[config.mk]
export PLATFORM = sky130hd
export DESIGN_NAME = vec_mac_sequencer_flat
export DESIGN_NICKNAME = d
export VERILOG_FILES = /design/src/rtl/vec_pkg.sv /design/src/rtl/vec_mac_sequencer_if.sv /design/src/rtl/q15_mul_round_sat.sv /design/src/rtl/vec_mac_sequencer.sv /design/src/flat_wrapper.sv
export SDC_FILE = /design/constraint.sdc
export NUM_CORES = 1
export LEC_CHECK = 0
export BUFFER_PORTS_ARGS = -buffer_cell sky130_fd_sc_hd__buf_2
export CAP_MARGIN = 5
export CORE_MARGIN = 8
export CORE_UTILIZATION = 60
export CTS_CLUSTER_DIAMETER = 150
export DETAILED_ROUTE_END_ITERATION = 12
export GPL_ROUTABILITY_DRIVEN = 0
export PLACE_DENSITY = 0.82
export SLEW_MARGIN = 20
export SYNTH_ARGS = -nofsm -noshare
export SYNTH_HDL_FRONTEND = slang
export SYNTH_SLANG_ARGS = --single-unit
[constraint.sdc]
create_clock -name clk -period 30.7 [get_ports clk]
set_input_delay 0 -clock clk [delete_from_list [all_inputs] [get_ports clk]]
set_output_delay 0 -clock clk [all_outputs]
set_load 0.01 [all_outputs]
[src/rtl/vec_pkg.sv]
// ============================================================================
//  Module      : vec_pkg
//  Description : Shared types and sizing constants for the vector MAC sequencer.
//  Revision    : 1.0 - initial release
// ============================================================================
`default_nettype none

package vec_pkg;

    localparam int LANES = 4;
    localparam int DW    = 16;
    localparam int ACCW  = 40;
    localparam int FRAC  = 15;

    localparam int c_IDX_W = (LANES > 1) ? $clog2(LANES) : 1;

    typedef enum logic [1:0] {
        OP_VMUL = 2'b00,
        OP_VDOT = 2'b01,
        OP_VMAC = 2'b10,
        OP_RSVD = 2'b11
    } op_t;

    typedef enum logic [1:0] {
        IDLE = 2'd0,
        RUN  = 2'd1,
        DONE = 2'd2
    } state_t;

    function automatic logic isValidOp(input logic [1:0] op);
        return op != OP_RSVD;
    endfunction

endpackage

`default_nettype wire

[src/rtl/vec_mac_sequencer_if.sv]
// ============================================================================
//  Module      : vec_mac_sequencer_if
//  Description : Execute-stage request/response bundle for the MAC sequencer.
//  Revision    : 1.0 - initial release
// ============================================================================
`default_nettype none

interface vec_mac_sequencer_if;
    import vec_pkg::*;

    logic                StartE;
    logic [1:0]          OpE;
    logic [LANES*DW-1:0] SrcAE;
    logic [LANES*DW-1:0] SrcBE;
    logic [ACCW-1:0]     AccInE;
    logic                FlushE;
    logic                Busy;
    logic                ResultValid;
    logic [LANES*DW-1:0] VecResult;
    logic [ACCW-1:0]     AccResult;

    modport master (
        output StartE, OpE, SrcAE, SrcBE, AccInE, FlushE,
        input  Busy, ResultValid, VecResult, AccResult
    );

    modport slave (
        input  StartE, OpE, SrcAE, SrcBE, AccInE, FlushE,
        output Busy, ResultValid, VecResult, AccResult
    );

endinterface

`default_nettype wire

[src/rtl/q15_mul_round_sat.sv]
// ============================================================================
//  Module      : q15_mul_round_sat
//  Description : Shared signed multiplier with round-half-up and saturation.
//  Revision    : 1.0 - initial release
// ============================================================================
`default_nettype none

module q15_mul_round_sat #(
    parameter int DW   = 16,
    parameter int FRAC = 15
) (
    input  logic signed [DW-1:0]   i_a,
    input  logic signed [DW-1:0]   i_b,
    output logic signed [2*DW-1:0] o_prod,
    output logic [DW-1:0]          o_q15
);

    // One guard bit keeps the rounding add from overflowing at -1 * -1.
    localparam int c_PW = 2 * DW + 1;
    localparam logic signed [c_PW-1:0] c_HALF = c_PW'(2 ** (FRAC - 1));
    localparam logic signed [c_PW-1:0] c_MAX  = c_PW'((2 ** (DW - 1)) - 1);
    localparam logic signed [c_PW-1:0] c_MIN  = -(c_MAX + c_PW'(1));

    logic signed [2*DW-1:0] w_aExt;
    logic signed [2*DW-1:0] w_bExt;
    logic signed [c_PW-1:0] w_rounded;
    logic signed [c_PW-1:0] w_shifted;

    assign w_aExt    = {{DW{i_a[DW-1]}}, i_a};
    assign w_bExt    = {{DW{i_b[DW-1]}}, i_b};
    assign o_prod    = w_aExt * w_bExt;
    assign w_rounded = $signed({o_prod[2*DW-1], o_prod}) + c_HALF;
    assign w_shifted = w_rounded >>> FRAC;

    always_comb begin
        o_q15 = w_shifted[DW-1:0];
        if (w_shifted > c_MAX) begin
            o_q15 = c_MAX[DW-1:0];
        end else if (w_shifted < c_MIN) begin
            o_q15 = c_MIN[DW-1:0];
        end
    end

endmodule

`default_nettype wire

[src/rtl/vec_mac_sequencer.sv]
// ============================================================================
//  Module      : vec_mac_sequencer
//  Description : Steps VMUL/VDOT/VMAC one lane per cycle through one multiplier.
//  Revision    : 1.0 - initial release
// ============================================================================
`default_nettype none

module vec_mac_sequencer
    import vec_pkg::*;
(
    input  logic                clk,
    input  logic                reset,
    vec_mac_sequencer_if.slave  bus
);

    localparam logic [c_IDX_W-1:0] c_LAST_IDX = c_IDX_W'(LANES - 1);
    localparam logic [c_IDX_W-1:0] c_IDX_ONE  = c_IDX_W'(1);

    state_t                 r_state;
    state_t                 w_nextState;
    op_t                    r_op;
    logic [c_IDX_W-1:0]     r_laneIdx;
    logic [LANES*DW-1:0]    r_srcA;
    logic [LANES*DW-1:0]    r_srcB;
    logic [LANES*DW-1:0]    r_vecResult;
    logic [ACCW-1:0]        r_acc;
    logic [ACCW-1:0]        r_accResult;
    logic                   r_resultValid;

    logic                   w_canStart;
    logic                   w_accept;
    logic                   w_runStep;
    logic                   w_lastLane;
    int                     w_laneBase;
    logic signed [DW-1:0]   w_laneA;
    logic signed [DW-1:0]   w_laneB;
    logic signed [2*DW-1:0] w_prod;
    logic [DW-1:0]          w_laneQ15;
    logic [ACCW-1:0]        w_prodExt;
    logic [ACCW-1:0]        w_accSum;

    // Flush outranks start, so a start coinciding with a flush never launches.
    assign w_canStart = (r_state == IDLE) || (r_state == DONE);
    assign w_accept   = bus.StartE && isValidOp(bus.OpE) && w_canStart && !bus.FlushE;
    assign w_runStep  = (r_state == RUN) && !bus.FlushE;
    assign w_lastLane = (r_laneIdx == c_LAST_IDX);

    assign w_laneBase = int'(r_laneIdx) * DW;
    assign w_laneA    = r_srcA[w_laneBase +: DW];
    assign w_laneB    = r_srcB[w_laneBase +: DW];

    q15_mul_round_sat #(
        .DW   (DW),
        .FRAC (FRAC)
    ) u_mul (
        .i_a    (w_laneA),
        .i_b    (w_laneB),
        .o_prod (w_prod),
        .o_q15  (w_laneQ15)
    );

    assign w_prodExt = {{(ACCW - 2 * DW){w_prod[2*DW-1]}}, w_prod};
    assign w_accSum  = r_acc + w_prodExt;

    always_ff @(posedge clk) begin
        if (reset) begin
            r_state <= IDLE;
        end else begin
            r_state <= w_nextState;
        end
    end

    always_comb begin
        w_nextState = r_state;
        case (r_state)
            IDLE: begin
                if (w_accept) begin
                    w_nextState = RUN;
                end
            end
            RUN: begin
                if (bus.FlushE) begin
                    w_nextState = IDLE;
                end else if (w_lastLane) begin
                    w_nextState = DONE;
                end
            end
            DONE: begin
                w_nextState = w_accept ? RUN : IDLE;
            end
            default: begin
                w_nextState = IDLE;
            end
        endcase
    end

    // Results are committed on the last RUN edge so they are visible in DONE.
    always_ff @(posedge clk) begin
        if (reset) begin
            r_op          <= OP_VMUL;
            r_laneIdx     <= '0;
            r_srcA        <= '0;
            r_srcB        <= '0;
            r_vecResult   <= '0;
            r_acc         <= '0;
            r_accResult   <= '0;
            r_resultValid <= 1'b0;
        end else begin
            r_resultValid <= w_runStep && w_lastLane;
            if (w_accept) begin
                r_srcA    <= bus.SrcAE;
                r_srcB    <= bus.SrcBE;
                r_op      <= op_t'(bus.OpE);
                r_acc     <= (op_t'(bus.OpE) == OP_VMAC) ? bus.AccInE : '0;
                r_laneIdx <= '0;
            end else if (w_runStep) begin
                r_laneIdx <= r_laneIdx + c_IDX_ONE;
                if (r_op == OP_VMUL) begin
                    r_vecResult[w_laneBase +: DW] <= w_laneQ15;
                end else begin
                    r_acc <= w_accSum;
                    if (w_lastLane) begin
                        r_accResult <= w_accSum;
                    end
                end
            end
        end
    end

    assign bus.Busy        = (r_state == RUN) || w_accept;
    assign bus.ResultValid = r_resultValid;
    assign bus.VecResult   = r_vecResult;
    assign bus.AccResult   = r_accResult;

endmodule

`default_nettype wire

[src/flat_wrapper.sv]
// flat-port wrapper written by rule: the top's interface ports become plain ports
module vec_mac_sequencer_flat import vec_pkg::*;
  (clk, reset, bus_StartE, bus_OpE, bus_SrcAE, bus_SrcBE, bus_AccInE, bus_FlushE, bus_Busy, bus_ResultValid, bus_VecResult, bus_AccResult);
  vec_mac_sequencer_if bus_i ();
  input  logic clk;
  input  logic reset;
  input wire logic [$bits(bus_i.StartE)-1:0] bus_StartE;
  input wire logic [$bits(bus_i.OpE)-1:0] bus_OpE;
  input wire logic [$bits(bus_i.SrcAE)-1:0] bus_SrcAE;
  input wire logic [$bits(bus_i.SrcBE)-1:0] bus_SrcBE;
  input wire logic [$bits(bus_i.AccInE)-1:0] bus_AccInE;
  input wire logic [$bits(bus_i.FlushE)-1:0] bus_FlushE;
  output wire logic [$bits(bus_i.Busy)-1:0] bus_Busy;
  output wire logic [$bits(bus_i.ResultValid)-1:0] bus_ResultValid;
  output wire logic [$bits(bus_i.VecResult)-1:0] bus_VecResult;
  output wire logic [$bits(bus_i.AccResult)-1:0] bus_AccResult;
  assign bus_i.StartE = bus_StartE;
  assign bus_i.OpE = bus_OpE;
  assign bus_i.SrcAE = bus_SrcAE;
  assign bus_i.SrcBE = bus_SrcBE;
  assign bus_i.AccInE = bus_AccInE;
  assign bus_i.FlushE = bus_FlushE;
  assign bus_Busy = bus_i.Busy;
  assign bus_ResultValid = bus_i.ResultValid;
  assign bus_VecResult = bus_i.VecResult;
  assign bus_AccResult = bus_i.AccResult;
  vec_mac_sequencer u_core (.clk(clk), .reset(reset), .bus(bus_i));
endmodule
# Word level (Yosys, flattened, before mapping)
# Cells that the tools add are included.
# word_totals
regBits	279
inputBits	174
output_inout_bits	106
wordCells	58
# classes
n_addsub	4
n_mul	1
order_cmp	2
n_eq_ne	8
n_shift	4
muxes	12
bitwise	2
reduce_logical	16
# ops
operator	n
40-bit two-way mux	4
64-bit by 7-bit variable part select with 16-bit output	2
64-bit bitwise mux	1
16-bit by 33-bit variable shift with 64-bit output (first input constant)	1
16-bit by 33-bit variable part select with 64-bit output	1
40-bit adder	1
32-bit by 16-bit adder with 33-bit output (second input constant)	1
6-bit negator with 33-bit output	1
16-bit by 16-bit multiplier with 32-bit output	1
16-bit two-way mux	2
18-bit by 16-bit greater-than comparator with 1-bit output (second input constant)	1
18-bit by 16-bit less-than comparator with 1-bit output (second input constant)	1
2-bit == test (second input constant)	3
2-bit two-way mux	3
2-bit one-hot mux with 3 select lines	1
1-bit logical AND	5
2-bit logical NOT	2
2-bit by 1-bit != test with 1-bit output (second input constant)	2
2-bit AND reduction	2
4-bit AND reduction	1
3-bit by 2-bit != test with 1-bit output (second input constant)	1
3-bit AND reduction	1
2-bit by 1-bit adder with 2-bit output (second input constant)	1
2-bit by 1-bit == test with 1-bit output (second input constant)	1
7 further kinds	9

# Longest topological paths before layout
# logic_depth
depth_word	8
depth_mapped	42
ltp_nobuf	37

# Cells and area by module
# Synthesis repeated with hierarchy kept, for this count alone.
# hier_totals
cells_unflattened	2945
area_unflattened_um2	24329.6
# by_module_without_submodules
module	instances	cells_per_inst	area_per_inst_um2	seq_area_each_um2
vec_mac_sequencer	1	1661	13252.7	5585.4
q15_mul_round_sat	1	1284	11076.9	0.0

# Worst setup path before layout
# OpenSTA, ideal clock, no wires.
# synth_path
path_type	reg-to-reg
start	reg u_core.r_laneIdx[0]
end	reg u_core.r_accResult[39] (netlist: u_core.bus.AccResult[39])
setup_ns	0.086
arrival_ns	9.686
required_ns	30.614
setup_slack_ns	20.929
path_stages_with_launch	38
path_buffers	5
synth_period_minus_slack_ns	9.771
path_cell_list	dfxtp_1 -> clkbuf_1 -> clkbuf_1 -> clkbuf_1 -> mux2i_1 -> nand2_1 -> o21ai_0 -> inv_1 -> nand2_1 -> fa_1 -> inv_1 -> fa_1 -> fa_1 -> fa_1 -> fa_1 -> inv_1 -> fa_1 -> inv_1 -> (+2 left out) -> and2_1 -> a211oi_1 -> nand2_1 -> o311ai_1 -> inv_1 -> ha_1 -> clkbuf_1 -> a21oi_1 -> o21ai_0 -> a221o_1 -> a21oi_1 -> o21a_1 -> o31a_1 -> o21ai_1 -> o21a_1 -> o311ai_1 -> xnor2_1 -> a211oi_1
# synth_between
elab_chain_len	3
elab_cells_between_ends	6
cone_classes	add/sub: 1; mul: 1; eq/ne: 1; shift: 2; reduce/logical: 1
# synth_lines
item	line	text
from (decl)	vec_mac_sequencer.sv:22	logic [c_IDX_W-1:0] r_laneIdx;
from (signal assigned)	vec_mac_sequencer.sv:117	r_laneIdx <= r_laneIdx + c_IDX_ONE;
64-bit by 7-bit variable part select with 16-bit output (on tied branches)	vec_mac_sequencer.sv:49, vec_mac_sequencer.sv:50	
16-bit by 16-bit multiplier with 32-bit output	q15_mul_round_sat.sv:31	assign o_prod = w_aExt * w_bExt;
40-bit adder	vec_mac_sequencer.sv:63	assign w_accSum = r_acc + w_prodExt;
to (signal assigned)	vec_mac_sequencer.sv:123	r_accResult <= w_accSum;
to (decl)	vec_mac_sequencer.sv:27	logic [ACCW-1:0] r_accResult;
# Parallel ways exist; a longest one is shown, timed or not.
# A chain may end at the register's enable or synchronous reset.

# Worst setup path after layout
# Ends and elaborated chain as after synthesis.

==> metrics <==
outcome finished clean; Yosys warnings 0; slew of the pin with the lowest slew margin 1170 ps; reg-to-reg slack, setup 19690 ps; reg-to-reg critical path endpoint u_core.bus.AccResult[39]$_SDFFE_PP0P_; via count 23555; Max-cap violations 0; final worst path period need 11010 ps; Root Driver clkbuf_16; row cnt 73; Initial Utilization 0.603; Detailed Route WL 80.0 mm; CTS tree yes; async set-reset flop share out of synthesis 0; cell count after synthesis 2863; Leak 13.1 nW; worst hold path type in -> reg; TritonCTS Sinks 279; final setup violation count 0; Data required, critical path 31200 ps; P&R area growth vs syn 19.4%; # port buffers 279; Clk Latency, worst-skew pair 590 ps; Rel. slew slack 0.215; CTS clk-pin slew, worst paths 70 ps; initial antenna violation count 7; vias in the first global route 24165; power per cell area 34.8 nW/um^2; layout cells sized above 1 0.126; RSZ-0062 raised after global routing false; CP Max Fanout 53; largest net degree at the start of global routing 112; worst reg2reg path depth 32; Critical Path End Type register; Setup Buffers After CTS 0; Iteration-0 DRC Markers 2805; Mapped Nets 3428; post-DP HPWL 54.7 mm; Total GRT Usage 0.341; clk buf depth 3; most common cell after layout, fill and taps aside nand2_1; Reg2Reg Launch Point u_core.r_laneIdx[0]$_SDFFE_PP0P_; top_reg_cell synth dfxtp_1; hold path depth 3; Stages on worst setup path 32; Top Ports 280; Die Wd 215 um; CP startpoint u_core.r_laneIdx[0]$_SDFFE_PP0P_; synthesized area per cell 8.30 sq um; die footprint 46300 sq um; Die H 215 um; Critical Path End u_core.bus.AccResult[39]$_SDFFE_PP0P_; FF+latch count, synth 279; EDFF count, synth 0; Congestion Overflow GR 0; first-pass GRT wire length 130 mm; CP Buf/Inv Count 6; Fin Setup TNS 0 ps; Post-DRT Antenna Nets 0; Crit path max-delay family adder cells; max incr delay on CP 810 ps; skew final 29.9 ps; drt wl/cell 21.1 um; Peak VDD IR 0.0437 mV; Worst Setup Path Type reg -> reg; mapped cell area 23800 sq um; DR DRC count 0; crit share post-route 0.359; CP max-delay cell o21ai_1; First-pass DRT Iterations 6; CP dominant cell by count fa_1; final hold violations 0; commonest cells after routing, fill and taps aside nand2_1 (552), inv_1 (354), a21oi_1 (278), buf_2 (278), dfxtp_1 (277); max frequency 0.0909 GHz; setup ws final 19690 ps; Via density 6.20; post-placement setup slack 19930 ps; core box area 39500 sq um; CP Launch Type register; TritonCTS Buffers 29; Final nets 3811; Seq/Total Area, Yosys 0.235; CP arrival 11510 ps; Yosys cell types 76; CTS H-tree lvls 1; Final Max Slew Viols 0
## cell usage after synthesis, drive strengths merged, types with 16 or more instances
master    n  area (sq um)
o21ai    94           470
a221o    38           380
buf      29           121
a21oi   284          1470
mux2     23           259
mux2i    29           290
inv     354          1330
a211oi   20           163
nor2    192           721
a21o     30           225
a22o     18           158
nor3     27           140
nand3    28           140
and2     39           244
a311oi   23           201
nand2   553          2080
and3     16           100
xnor2    53           464
xor2     18           158
o21a     32           240
nand2b   20           125
ha      128          1600
fa      263          5270
clkbuf  107           402
dfxtp   279          5590
## where the power goes
| part | switching (mW) | internal (mW) |
|---|---|---|
| logic | 0.158 | 0.0896 |
| clock network | 0.162 | 0.196 |
| registers | 0.00772 | 0.373 |
## final cells by class
| type | instances | area, sq um |
|---|---|---|
| diodes | 8 | 20.0 |
| clock inverters | 12 | 113 |
| fillers | 2774 | 11100 |
| well taps | 525 | 657 |
| flip-flops and latches | 279 | 5590 |
| repair buffers | 488 | 3440 |
| clock buffers | 41 | 851 |
| multi-input cells | 2094 | 16400 |
| inverters | 354 | 1330 |
## routing by layer
layer | vias to the layer above | global-route usage | wire (um) | part of all wire
met5 | - | 0 | 0 | 0
met4 | 0 | 0.186 | 5270 | 0.066
met3 | 445 | 0.0805 | 7990 | 0.10
met2 | 1723 | 0.561 | 38200 | 0.48
met1 | 11176 | 0.409 | 28600 | 0.36
li1 | 10211 | - | - | -
## worst min-delay path, stage by stage
cell and delay, ps:
buf_2 370, nand2_1 150, a21oi_1 70
## state kept, by name, indices dropped and copies added, names as in the netlist
signal	count
u_core.bus.AccResult	40
u_core.bus.ResultValid	1
u_core.bus.VecResult	64
u_core.r_acc	40
u_core.r_laneIdx	2
u_core.r_op	2
u_core.r_srcA	64
u_core.r_srcB	64
u_core.r_state	2
## how the worst min path moves through the flow
| stage | from | end |
|---|---|---|
| 2_1_floorplan | bus_FlushE | u_core.bus.ResultValid$_SDFF_PP0_ |
| 3_3_place_gp | bus_AccInE[28] | u_core.r_acc[28]$_SDFFE_PP0P_ |
| 3_5_place_dp | bus_AccInE[39] | u_core.r_acc[39]$_SDFFE_PP0P_ |
| 4_1_cts | bus_OpE[1] | u_core.r_op[1]$_SDFFE_PP0P_ |
| 5_1_grt | bus_OpE[1] | u_core.r_op[1]$_SDFFE_PP0P_ |
| 6_report | bus_OpE[1] | u_core.r_op[1]$_SDFFE_PP0P_ |
## cells by family (layout without fill, tap and decap cells)
| kind of cell | after synthesis | in the layout | synth area share |
|---|---|---|---|
| AND/OR/NAND/NOR | 953 | 953 | 0.172 |
| multiplexers | 61 | 61 | 0.0316 |
| buffers and inverters | 490 | 895 | 0.0779 |
| other | 0 | 8 | 0 |
| AO/OA/AOI/OAI | 618 | 618 | 0.168 |
| XOR/XNOR | 71 | 71 | 0.0262 |
| flip-flops | 279 | 279 | 0.235 |
| adder cells (fa/ha/maj) | 391 | 391 | 0.289 |
## what timing repair did
item	in CTS	in global routing
hold buffers	187	0
hold endpoints to repair	179	0
resized for setup	0	0
setup endpoints to repair	0	0
## through the flow
stage               instance area (sq um)  power (mW)   util  hold WS, ps  std cells
finish                              28400       0.987  0.719         50.0       3801
global route                        28400        1.02  0.719         82.7       3798
CTS                                 28400       0.970  0.719         10.6       3793
detailed placement                  25500       0.603  0.647          241       3553
global placement                    25500       0.598  0.647          241       3553
floorplan                           23800       0.534      -         76.7       2863
Note: power is estimated with default switching activity, not from simulation.
